==> config.mk <==
export PLATFORM = sky130hd
export DESIGN_NAME = buff_arbiter
export DESIGN_NICKNAME = d
export VERILOG_FILES = /design/src/rtl/buff_arbiter.sv
export SDC_FILE = /design/constraint.sdc
export NUM_CORES = 1
export LEC_CHECK = 0
export CORE_MARGIN = 2
export CORE_UTILIZATION = 37
export DETAILED_ROUTE_END_ITERATION = 6
export PLACE_DENSITY = 0.91
export SYNTH_ARGS = -nofsm -noshare
export SYNTH_HDL_FRONTEND = slang
export SYNTH_SLANG_ARGS = --single-unit
==> constraint.sdc <==
create_clock -name clock -period 2.5 [get_ports clock]
set_input_delay 0.5 -clock clock [delete_from_list [all_inputs] [get_ports clock]]
set_output_delay 0.5 -clock clock [all_outputs]
set_load 0.05 [all_outputs]
==> src/rtl/buff_arbiter.sv <==
// Round-robin arbiter sharing one buffer write port among NUM_REQ token requesters,
// with burst limiting, nack stall handling and a pass-through read enable.

package buff_arbiter_pkg;
  localparam int DATA_W = 8;

  typedef struct packed {
    logic              v;
    logic [DATA_W-1:0] d;
  } FTk_t;

  typedef struct packed {
    logic v;
    logic t;
    logic c;
    logic n;
  } BTk_t;
endpackage

// Backward token for one requester: the owner sees the buffer's token, everyone else is held off.
module buff_arb_btk
  import buff_arbiter_pkg::*;
(
  input  logic is_owner,
  input  logic in_grant,
  input  logic in_stall,
  input  logic acc,
  input  logic req_v,
  input  BTk_t i_btk,
  output BTk_t o_btk
);
  always_comb begin
    o_btk = '0;
    if (is_owner && (in_grant || in_stall)) begin
      o_btk   = i_btk;
      o_btk.n = in_stall ? 1'b1 : ~acc;
    end else begin
      o_btk.n = req_v;
    end
  end
endmodule

module buff_arbiter
  import buff_arbiter_pkg::*;
#(
  parameter  int NUM_REQ   = 4,
  parameter  int BURST_LEN = 8,
  localparam int WIDTH_REQ = $clog2(NUM_REQ),
  localparam int CNT_W     = $clog2(BURST_LEN) + 1
) (
  input  logic               clock,
  input  logic               reset,
  input  FTk_t               I_FTk [NUM_REQ],
  output BTk_t               O_BTk [NUM_REQ],
  output FTk_t               O_FTk,
  output logic               O_We,
  input  BTk_t               I_BTk,
  input  logic               I_Full,
  input  logic               I_Empty,
  input  logic               I_Rd_En,
  output logic               O_Re,
  output logic [NUM_REQ-1:0] O_Grant,
  output logic               O_Busy
);
  typedef enum logic [1:0] {IDLE, GRANT, STALL} state_t;

  state_t               state_q, state_d;
  logic [WIDTH_REQ-1:0] owner_q, owner_d;
  logic [WIDTH_REQ-1:0] ptr_q, ptr_d;
  logic [CNT_W-1:0]     cnt_q, cnt_d;

  logic [NUM_REQ-1:0]   req_vec;
  logic [WIDTH_REQ-1:0] sel, sel_hi, sel_lo, owner_nxt;
  logic                 found_hi, found_lo;
  FTk_t                 owner_ftk;
  logic                 acc;

  for (genvar g = 0; g < NUM_REQ; g++) begin : g_req
    assign req_vec[g] = I_FTk[g].v;
  end

  // First requester at or after the pointer; fall back to the lowest index (wrap).
  always_comb begin
    sel_hi   = '0;
    sel_lo   = '0;
    found_hi = 1'b0;
    found_lo = 1'b0;
    for (int i = NUM_REQ - 1; i >= 0; i--) begin
      if (req_vec[i]) begin
        sel_lo   = WIDTH_REQ'(i);
        found_lo = 1'b1;
        if (i >= int'(ptr_q)) begin
          sel_hi   = WIDTH_REQ'(i);
          found_hi = 1'b1;
        end
      end
    end
    sel = found_hi ? sel_hi : sel_lo;
  end

  // Explicit wrap keeps owner+1 correct for non-power-of-2 NUM_REQ.
  assign owner_nxt = (owner_q == WIDTH_REQ'(NUM_REQ - 1)) ? '0 : owner_q + 1'b1;
  assign owner_ftk = I_FTk[owner_q];
  assign acc       = (state_q == GRANT) && owner_ftk.v && !I_BTk.n && !I_Full;

  always_comb begin
    state_d = state_q;
    owner_d = owner_q;
    ptr_d   = ptr_q;
    cnt_d   = cnt_q;
    O_We    = 1'b0;
    O_FTk   = '0;
    case (state_q)
      IDLE: begin
        if (found_lo && !I_BTk.n && !I_Full) begin
          owner_d = sel;
          cnt_d   = '0;
          state_d = GRANT;
        end
      end
      GRANT: begin
        O_FTk = owner_ftk;
        O_We  = acc;
        cnt_d = cnt_q + CNT_W'(acc);
        if (I_BTk.n) begin
          state_d = STALL;
        end else if (!owner_ftk.v || (acc && cnt_q == CNT_W'(BURST_LEN - 1))) begin
          state_d = IDLE;
          ptr_d   = owner_nxt;
        end
      end
      STALL: begin
        if (!owner_ftk.v) begin
          state_d = IDLE;
          ptr_d   = owner_nxt;
        end else if (!I_BTk.n) begin
          state_d = GRANT;
        end
      end
      default: state_d = IDLE;
    endcase
  end

  always_ff @(posedge clock) begin
    if (reset) begin
      state_q <= IDLE;
      owner_q <= '0;
      ptr_q   <= '0;
      cnt_q   <= '0;
    end else begin
      state_q <= state_d;
      owner_q <= owner_d;
      ptr_q   <= ptr_d;
      cnt_q   <= cnt_d;
    end
  end

  always_comb begin
    O_Grant = '0;
    if (state_q != IDLE) O_Grant[owner_q] = 1'b1;
  end

  assign O_Busy = (state_q != IDLE);
  assign O_Re   = I_Rd_En & ~I_Empty;

  for (genvar g = 0; g < NUM_REQ; g++) begin : g_btk
    buff_arb_btk u_btk (
      .is_owner (owner_q == WIDTH_REQ'(g)),
      .in_grant (state_q == GRANT),
      .in_stall (state_q == STALL),
      .acc      (acc),
      .req_v    (I_FTk[g].v),
      .i_btk    (I_BTk),
      .o_btk    (O_BTk[g])
    );
  end
endmodule

## Yosys cells after proc, flatten, opt, wreduce, memory -nomap -nowiden

Cells that the tools add are included.

- $add $sub $neg: 2
- $lt $le $gt $ge: 6
- Multiplexer cells: 51
- Equal/unequal tests: 12
- Reductions and logical operators: 25
- Bitwise gates (word level): 4

Operators with widths:

| kind | count |
|---|---|
| 2-to-1 mux 2 bit | 20 |
| 2-to-1 mux 9 bit | 3 |
| binary-select mux 9 bit (select 2 bit) | 1 |
| 2-to-1 mux 1 bit | 17 |
| 2-to-1 mux 3 bit | 4 |
| logical AND 1 bit | 11 |
| 2-to-1 mux 4 bit | 2 |
| inequality test 2 bit (second input constant) | 4 |
| case mux 4 bit (2 select lines) | 1 |
| equality test 2 bit (second input constant) | 3 |
| inequality test 3 bit (second input constant) | 2 |
| case mux 2 bit (3 select lines) | 1 |
| nonzero test 2 bit | 3 |
| adder 4 x 1 -> 4 bit | 1 |
| equality test 2 x 1 -> 1 bit (second input constant) | 2 |
| equality test 4 x 3 -> 1 bit (second input constant) | 1 |
| greater-or-equal comparator 1 x 2 -> 1 bit (first input constant) | 2 |
| logical NOT 2 bit | 2 |
| case mux 2 bit (2 select lines) | 1 |
| AND reduction 2 bit | 2 |
| AND reduction 4 bit | 1 |
| greater-or-equal comparator 3 bit (second input constant) | 1 |
| logical NOT 1 bit | 3 |
| < comparator 2 x 3 -> 1 bit (second input constant) | 1 |
| 9 further kinds | 11 |

- Flip-flop bits (word level): 10
- Logic and storage cells: 104
- Bits of input ports: 45

## Logic depth before layout (Yosys ltp)

Gate-level depths: netlist of run 1.

- Depth after elaboration: 12
- Mapped depth: 9
- Gate-level depth less buffers: 9

## Hierarchy

A second synthesis of run 1 with hierarchy kept.

- Cell total of the unflattened synthesis: 141
- Area total of the unflattened synthesis: 1,178.6 µm²

By module, submodules not included:

| module | cells an instance | sequential area each (µm²) | area each (µm²) | times used |
|---|---|---|---|---|
| buff_arbiter | 109 | 200.2 | 958.4 | 1 |
| buff_arb_btk | 8 | 0.0 | 55.1 | 4 |

## Worst setup path before layout of run 1

Ideal clock, no wire load.

- Kind: input-to-output
- Start: input port I_FTk[17] in the netlist's numbering
- End: output port O_We
- Stages: 3
- Required time: 2.000 ns
- Data arrival time: 2.456 ns
- Setup slack: -0.456 ns
- Cells stage by stage: mux4_2 -> and2_1 -> nor3b_1

- Cells in the longest elaborated chain, start to end: 7

Ends and longest elaborated chain:

| element | RTL line | source |
|---|---|---|
| start: declaration | 53 | `input FTk_t I_FTk [NUM_REQ],` |
| binary-select mux 9 bit (select 2 bit) | 103 | `assign owner_ftk = I_FTk[owner_q];` |
| 2-to-1 mux 9 bit (not written as such) (2 in series) | 103 |  |
| logical AND 1 bit (3 in series) | 104 | `assign acc = (state_q == GRANT) && owner_ftk.v && !I_BTk.n && !I_Full;` |
| 2-to-1 mux 1 bit | 113 | `case (state_q)` |
| end: declaration | 56 | `output logic O_We,` |

No other way between the ends. The select of a mux whose other input is x is not followed.

==> metrics.csv, run 1 <==
stage;metric;value;unit
outcome;outcome;completed;
power;p_leak;0.955;nW
power;design_power_total;1.20;mW
floorplanning;die_area;0.00375;mm^2
cells_and_area;fillCellCount;229;
timing;setup_violations;0;
placement;place_inst;272;
timing;rsz0062_at_grt;no;
clock_network;path_clk_slew;60;ps
yosys;synth_edf_count;0;
yosys;netlist_instances;144;
floorplanning;initial_utilization;0.394;
critical_path;critPathLaunchType;flip-flop;
global_route;grt_start_max_net_pins;21;
timing;final_hold_viol_count;0;
timing;relSlewSlack;0.545;
clock_network;root_buffer;clkbuf_4;
cells_and_area;drive_gt1_frac;0.281;
cells_and_area;antennaDiodeCount;0;
placement;gp_congestion;0.841;
yosys;yosysTopAreaCell;mux4_2;
timing;slew_violations;0;
timing;worst_clock_skew;1.18;ps
yosys;synthesis.area;0.00121;mm^2
timing;period_minus_slack;2370;ps
yosys;ys_top_cells_by_area;mux4_2 17%, dfxtp_1 16%, ha_1 10%;
flow_run;max-cap-violations;0;
clock_network;insertion_delay;260;ps
global_route;grt_pass1_wl;6.62;mm
route;wirelength;4.40;mm
critical_path;cp_data_required_time;2000;ps
power;vdd_drop_max;0.535;mV
min_path;hold_path_class;flip-flop to flip-flop;
critical_path;cp.arrival;1870;ps
critical_path;path_class;flip-flop to primary output;
route;antenna_left;0;
clock_network;cts.sinks;10;
yosys;netlist-cell-type-count;36;
floorplanning;core_area;0.00308;mm^2
clock_network;htree_levels;1;
floorplanning;std_cell_rows;20;
critical_path;worst-path-max-fanout;9;
timing;finalCritPeriodShare;0.948;
yosys;synth_warnings;0;
yosys;syn_nets;199;
placement;io_buffers;76;
cells_and_area;area_growth;79.1;%
floorplanning;die_x;61.3;um
yosys;async_flop_share;0;
route;vias;1490;
critical_path;end_kind;primary output;
global_route;grt_use_total;0.240;
power;powerDensity;551;mW/mm^2
cells_and_area;fin_cells;275;
route;drc_errors;0;
global_route;grt_overflow;0;
timing;max_freq;422;MHz
route;first_pass_iters;4;
timing;worstMarginPinSlew;677;ps
route;viasPerCell;5.42;
yosys;avgSynthCellArea;8.43;um^2
placement;dp_hpwl;3.67;mm
clock_network;cts_buffers;3;
cells_and_area;fin_nets;288;
global_route;grt_antenna_before_repair;0;
yosys;synth_top_cell_area_share;0.167;
yosys;synth_top_flop_cell;dfxtp_1;
route;wl_per_cell;16.0;um
yosys;yosysSeqAreaShare;0.165;
clock_network;cts_buffer_depth;2;
floorplanning;die_h;61.3;um
clock_network;cts_tree;done;
global_route;grt_pass1_vias;1470;
floorplanning;ios;77;
yosys;synth_seq_cells;10;
route;drt_iter0_drc;59;
## worst paths after layout
check | start | endpoint | slack [ps] | cells past startpoint
hold / removal | cnt_q[0]$_SDFFE_PP0P_ | cnt_q[0]$_SDFFE_PP0P_ | 500 | 2
setup reg to reg | owner_q[1]$_SDFFE_PP0P_ | cnt_q[2]$_SDFFE_PP0P_ | 350 | 8
hold reg to reg | cnt_q[0]$_SDFFE_PP0P_ | cnt_q[0]$_SDFFE_PP0P_ | 500 | 2
setup / recovery | owner_q[0]$_SDFFE_PP0P_ | O_FTk[4] | 130 | 4
## state kept, by name, indices dropped and copies added (netlist names)
name and cells:
cnt_q 4, owner_q 2, ptr_q 2, state_q 2
## cell usage after synthesis, types with 2 or more instances
cell type and n:
a21oi_1 15, and3_1 14, and2_1 10, dfxtp_1 10, ha_1 10, mux4_2 9
o21ai_0 9, inv_1 8, nor2b_1 6, clkbuf_1 5, a31oi_1 4, and2b_1 4
nand2b_1 4, nor2_1 4, nand2_1 3, nand3_1 3, nor3_1 3, nor3b_1 2
nor4_1 2, o31ai_1 2, o41ai_1 2
## routing by layer
| layer | up-vias | share of wire | track usage |
|---|---|---|---|
| li1 | 722 | - | - |
| met1 | 686 | 0.38 | 0.262 |
| met4 | 0 | 0.011 | 0.0590 |
| met5 | - | 0 | 0 |
| met3 | 6 | 0.11 | 0.0630 |
| met2 | 76 | 0.50 | 0.457 |
## cell families after synthesis
| kind of cell | Yosys count | synth area share |
|---|---|---|
| flops | 10 | 0.165 |
| buf+inv | 17 | 0.0629 |
| mux | 11 | 0.185 |
| simple gates | 60 | 0.307 |
| fa+ha+maj | 10 | 0.103 |
| compound gates | 36 | 0.177 |
## power breakdown
group	total [mW]	switching, mW	internal (mW)
clock	0.105	0.0493	0.0553
combinational	0.908	0.558	0.350
sequential	0.186	0.0123	0.174
total	1.20	0.619	0.579
## through the flow
step | utilization | setup slack [ps] | area, um^2 | hold WS [ps] | setup TNS, ps
after floorplan | - | -31.6 | 1220 | 462 | -126
after global placement | 0.693 | -176 | 2130 | 483 | -884
after detailed placement | 0.693 | -214 | 2130 | 493 | -1110
after CTS | 0.704 | 4.74 | 2170 | 503 | 0
after global routing | 0.706 | 42.6 | 2170 | 542 | 0
final | 0.706 | 131 | 2170 | 497 | 0
## worst max-delay path: stages, from the launching register on
cell and delay [ps]:
dfxtp_1 470, buf_4 270, mux4_2 510, and2_1 180
buf_4 190
## repair_timing
action                                  CTS  global route
pin swaps                                 2             1
endpoints found under the setup margin    5             6
setup buffers                             0             0
gates resized for setup                   5             2
hold buffers                              0             0
## final cells by class
class / count / area [um^2] / area share
multi-input combinational: 117 / 960 / 0.442
sequential: 10 / 200 / 0.0921
timing repair buffer: 92 / 902 / 0.415
tap: 44 / 55.1 / 0.0253
clock buffer: 3 / 22.5 / 0.0104
inverter: 9 / 33.8 / 0.0155
## placed cells by master (no fill, tap or decap), types with 9 or more instances in the layout
cell and count:
clkdlybuf4s50_1 41, buf_4 39, a21oi_1 15, and3_1 14, and2_1 10, dfxtp_1 10
mux4_2 9, o21ai_0 9, ha_1 9
Note: power is estimated with default switching activity, not from simulation.
==> inputs of run 2 (changes only) <==
--- a/config.mk
+++ b/config.mk
@@ -8,6 +8,7 @@
 export CORE_MARGIN = 2
 export CORE_UTILIZATION = 37
 export DETAILED_ROUTE_END_ITERATION = 6
+export GPL_ROUTABILITY_DRIVEN = 0
 export PLACE_DENSITY = 0.91
 export SYNTH_ARGS = -nofsm -noshare
 export SYNTH_HDL_FRONTEND = slang
==> results of run 2 <==
The final DEF is identical to that of run 1; final timing and power are the same.
